File: config.mk
export PLATFORM = sky130hd
export DESIGN_NAME = axi_stream_skid_slice
export DESIGN_NICKNAME = d
export VERILOG_FILES = /design/src/rtl/axi_stream_skid_slice.sv
export SDC_FILE = /design/constraint.sdc
export NUM_CORES = 1
export LEC_CHECK = 0
export CAP_MARGIN = 20
export CELL_PAD_IN_SITES_DETAIL_PLACEMENT = 0
export CELL_PAD_IN_SITES_GLOBAL_PLACEMENT = 1
export CORE_UTILIZATION = 44
export DETAILED_ROUTE_END_ITERATION = 10
export PLACE_DENSITY = 0.86
export SYNTH_ARGS = -nofsm -noshare
export SYNTH_HDL_FRONTEND = slang
export SYNTH_SLANG_ARGS = --single-unit
File: constraint.sdc
create_clock -name clk -period 5.35 [get_ports clk]
set_input_delay 0.535 -clock clk [delete_from_list [all_inputs] [get_ports clk]]
set_output_delay 0.535 -clock clk [all_outputs]
set_load 0.01 [all_outputs]
File: src/rtl/axi_stream_skid_slice.sv
// -----------------------------------------------------------------------------
// axi_stream_skid_slice
//   Two-entry AXI4-Stream register slice. An output register (OREG) drives every
//   m_ signal directly and a skid register (SREG) catches the one beat that can
//   arrive in the cycle after the downstream stalls. Both handshake outputs are
//   flop-driven, so the slice breaks every combinational path: s_tready does not
//   depend on m_tready, and m_ outputs do not depend on s_ inputs. Full
//   throughput is sustained while m_tready is held high. Latency is one cycle.
//
// Ports
//   clk, reset          : rising-edge clock, asynchronous active-high reset
//   s_t*                : upstream AXI4-Stream slave (valid/ready/data/strb/keep/
//                         last/id/dest/user)
//   m_t*                : downstream AXI4-Stream master, same field set
// -----------------------------------------------------------------------------
module axi_stream_skid_slice #(
    parameter int byte_width = 4,
    parameter int id_width   = 1,
    parameter int dest_width = 1,
    parameter int user_width = 1
) (
    input  logic                    clk,
    input  logic                    reset,

    input  logic                    s_tvalid,
    output logic                    s_tready,
    input  logic [8*byte_width-1:0] s_tdata,
    input  logic [byte_width-1:0]   s_tstrb,
    input  logic [byte_width-1:0]   s_tkeep,
    input  logic                    s_tlast,
    input  logic [id_width-1:0]     s_tid,
    input  logic [dest_width-1:0]   s_tdest,
    input  logic [user_width-1:0]   s_tuser,

    output logic                    m_tvalid,
    input  logic                    m_tready,
    output logic [8*byte_width-1:0] m_tdata,
    output logic [byte_width-1:0]   m_tstrb,
    output logic [byte_width-1:0]   m_tkeep,
    output logic                    m_tlast,
    output logic [id_width-1:0]     m_tid,
    output logic [dest_width-1:0]   m_tdest,
    output logic [user_width-1:0]   m_tuser
);

    localparam int PW = 8*byte_width + 2*byte_width + 1 + id_width + dest_width + user_width;

    typedef enum logic [1:0] {
        EMPTY = 2'd0,
        ONE   = 2'd1,
        FULL  = 2'd2
    } state_t;

    state_t          state_q, state_d;
    logic            rdy_q, rdy_d;
    logic [PW-1:0]   oreg_q, oreg_d;
    logic [PW-1:0]   sreg_q, sreg_d;
    logic [PW-1:0]   s_payload;
    logic            acc, snd;

    assign s_payload = {s_tdata, s_tstrb, s_tkeep, s_tlast, s_tid, s_tdest, s_tuser};
    assign {m_tdata, m_tstrb, m_tkeep, m_tlast, m_tid, m_tdest, m_tuser} = oreg_q;

    assign m_tvalid = (state_q != EMPTY);
    // Kept as its own flop rather than decoded from state: it must read 0 while
    // reset is held and only rise on the first edge after release.
    assign s_tready = rdy_q;

    assign acc = s_tvalid && rdy_q;
    assign snd = m_tvalid && m_tready;

    always_comb begin
        state_d = state_q;
        oreg_d  = oreg_q;
        sreg_d  = sreg_q;
        unique case (state_q)
            EMPTY: begin
                if (acc) begin
                    oreg_d  = s_payload;
                    state_d = ONE;
                end
            end
            ONE: begin
                if (acc && snd) begin
                    oreg_d  = s_payload;
                end else if (acc) begin
                    // Downstream stalled: park the new beat behind the held one.
                    sreg_d  = s_payload;
                    state_d = FULL;
                end else if (snd) begin
                    state_d = EMPTY;
                end
            end
            FULL: begin
                if (snd) begin
                    oreg_d  = sreg_q;
                    state_d = ONE;
                end
            end
            default: state_d = EMPTY;
        endcase
        // Ready for the next cycle is a function of the next state only.
        rdy_d = (state_d != FULL);
    end

    always_ff @(posedge clk or posedge reset) begin
        if (reset) begin
            state_q <= EMPTY;
            rdy_q   <= 1'b0;
            oreg_q  <= '0;
            sreg_q  <= '0;
        end else begin
            state_q <= state_d;
            rdy_q   <= rdy_d;
            oreg_q  <= oreg_d;
            sreg_q  <= sreg_d;
        end
    end

endmodule

==> summary.md <==
| Metric | Value |
|---|---|
| WL per Instance | 17.5 µm |
| Setup crit start kind | primary input |
| Vias/cell | 5.59 |
| Combinational fraction of design power | about 40% |
| GRT Total Usage | 18.0% |
| Slowest cell on the critical path | nand3b_1 |
| Main synth FF type | dfrtp_1 |
| Worst Tran Pin Value | 0.886 ns |
| N_diodes | 0 |
| Worst Path Buf+Inv | 3 |
| Vias in the first global route | 2680 |
| DR pass1 iterations | 4 |
| Relative slew slack | ~40% |
| Crit. End Element | flop |
| Layout Nets | 396 |
| Design Area, Final | ~0.0052 mm² |
| Row cnt | 34 |
| Crit-path max cell delay | 0.66 ns |
| Top Ports | 94 |
| Cell Pwr Density | 550 mW/mm² |
| RD Place Congestion | ~0.7 |
| Fmax | 0.374 GHz |
| Most frequent cells in the layout | 93 x clkdlybuf4s50_1, 91 x dfrtp_1, 44 x o32a_1, 44 x o21a_1, 40 x mux2_4 |
| Clock transition at path regs | 0.09 ns |
| Final Critical Period | 2.68 ns |
| Area Overhead vs Synth | 30.7% |
| Synthesis Warnings | 0 |
| Final WL | a little over 8000 µm |
| Final Hold Fails | 0 |
| Synth Net Count | just over 300 |
| DRC Markers | 0 |
| Gr ovfl total | 0 |
| R2R setup slack | 2.96 ns |
| Clock Skew | 0.00856 ns |
| CTS buffer count | 9 |
| DRT iter0 DRCs | 88 |
| Final HPWL DP | just over 5000 µm |
| Max clock buf depth | 2 |
| Cts hold-fix bufs | 0 |
| Worst Path Max Fanout | 25 |
| Synthesized area per cell | 15.1 µm² |
| RSZ-0062 raised after global routing | false |
| Slew Limit Fails | 0 |
| Initial antenna violation count | 0 |
| Cell Int Power | 2.01 mW |
| Clock power frac | 16.3% |
| Setup tns final | 0 ns |
| Seq/Total Area, Yosys | 57.6% |
| Switching share of power | 29.4% |
| Post-synth EDFFs | 0 |
| Die ar. | roughly 0.0094 mm² |
| Post-Syn Area | 0.00395 mm² |
| Post-CTS Setup Repair Bufs | 0 |
| Final Setup Violations | 0 |
| Worst skew pair latency | 0.34 ns |
| Peak supply drop | 263 µV |
| Synth cell types | 22 |
| Clock root cell | clkbuf_8 |
| Sequential fraction of design power | 43.1% |
| Starting Density | 45.3% |
| WP data required | 5.63 ns |
| Crit-path cells | clkdlybuf4s50_1, nand3b_1, buf_4, o21ai_4, buf_16, o21a_1 |
| Clock sink count | 91 |
| Post-DRT Antenna Nets | 0 |
| H-tree depth | 3 |
| Pin count of the biggest net entering global routing | 71 |
| Chip width | roughly 97 µm |
| CTS tree | done |
| Cells after Synth | between 200 and 300 |
| Synth Register Bits | 91 |
| Core Area | around 0.0087 mm² |
| Async set-reset flop share out of synthesis | 100% |
| Hold Crit Class | in -> async |
| Port bufs | 93 |
| Switching pwr | roughly 0.83 mW |
| Top delay family on crit path | buffers and inverters |
| DP Area | 0.00493 mm² |
| CP Class | in -> reg |
| Ratio of cells with drive above 1 in the final layout | roughly a fifth |
| Outcome | complete, no violations |
| Chip height | between 90 and 100 µm |
| Commonest non-fill, non-tap cell in the layout | clkdlybuf4s50_1 |
| # Max-Cap Violations | 0 |
| DR vias | 2578 |
| Static Leak | slightly above 2 nW |
| Arrival time at the worst endpoint | 2.95 ns |
| Final Cycle Share | 50.0% |
| CTS resizes | 0 |
| Global-route wire length before repair | 13600 µm |
-- layer usage --
layer	up-vias	share of wire, %	wire, µm	GRT usage, %
li1	1186	-	-	-
met5	-	0	0	0
met2	76	47	3760	27.7
met3	7	4.2	340	3.61
met1	1309	48	3880	25.8
met4	0	0.89	72	5.74
-- synth_stat cells (2+ instances only) --
cell	n	area (µm²)
buf_2	9	45.0
buf_8	5	75.1
inv_1	2	7.51
nand3b_1	2	15.0
o32a_1	44	440
dfrtp_1	91	2280
clkbuf_1	8	30.0
mux2_4	40	601
mux2_2	4	45.0
o21a_1	44	330
-- sequential cells by signal (all words and copies together) (netlist names) --
signal,count
sreg_q,44
oreg_q,44
s_tready,1
state_q,2
-- final timing paths --
check,to,startpoint,cells after the start
min reg2reg,oreg_q[9]$_DFFE_PP0P_,oreg_q[9]$_DFFE_PP0P_,1
max,oreg_q[40]$_DFFE_PP0P_,m_tready,6
min in group clk,oreg_q[9]$_DFFE_PP0P_,oreg_q[9]$_DFFE_PP0P_,1
max in group asynchronous,sreg_q[43]$_DFFE_PP0P_,reset,3
max reg2reg,sreg_q[16]$_DFFE_PP0P_,state_q[0]$_DFF_PP0_,4
min,oreg_q[32]$_DFFE_PP0P_,reset,2
-- power groups by stage --
stage	Sequential [mW]	Combinational, mW	Clock, mW
6_report	1.22	1.15	0.463
5_1_grt	1.26	1.24	0.509
4_1_cts	1.22	1.16	0.479
3_5_place_dp	1.22	1.16	0
3_3_place_gp	1.22	1.11	0
2_1_floorplan	1.27	0.613	0
-- metrics by stage --
stage	util, %	instances	power, mW	worst slack (ns)	hold WS (ns)
floorplan	-	261	1.88	2.45	0.477
global placement	56.3	443	2.32	2.02	0.474
detailed placement	56.6	444	2.38	1.96	0.480
CTS	58.9	460	2.86	2.36	0.473
global route	59.2	461	3.01	2.51	0.512
finish	59.2	461	2.84	2.67	0.474
-- kinds of logic after synthesis --
kind of cell    count (synthesis)  share of synthesized area [%]
flops                          91                           57.6
buf+inv                        24                           3.99
simple gates                    9                           1.61
mux                            45                           16.6
compound gates                 92                           20.2
-- area by class of cell --
type                            instances  area (µm²)
Fill cell                             686        3550
Multi-Input combinational cell        146        1530
Tap cell                              108         135
Sequential cell                        91        2280
Clock buffer                           11         141
Timing Repair Buffer                   98        1010
Clock inverter                          5        62.6
Inverter                                2        8.76
No activity file was read; power rests on OpenSTA's default activity.
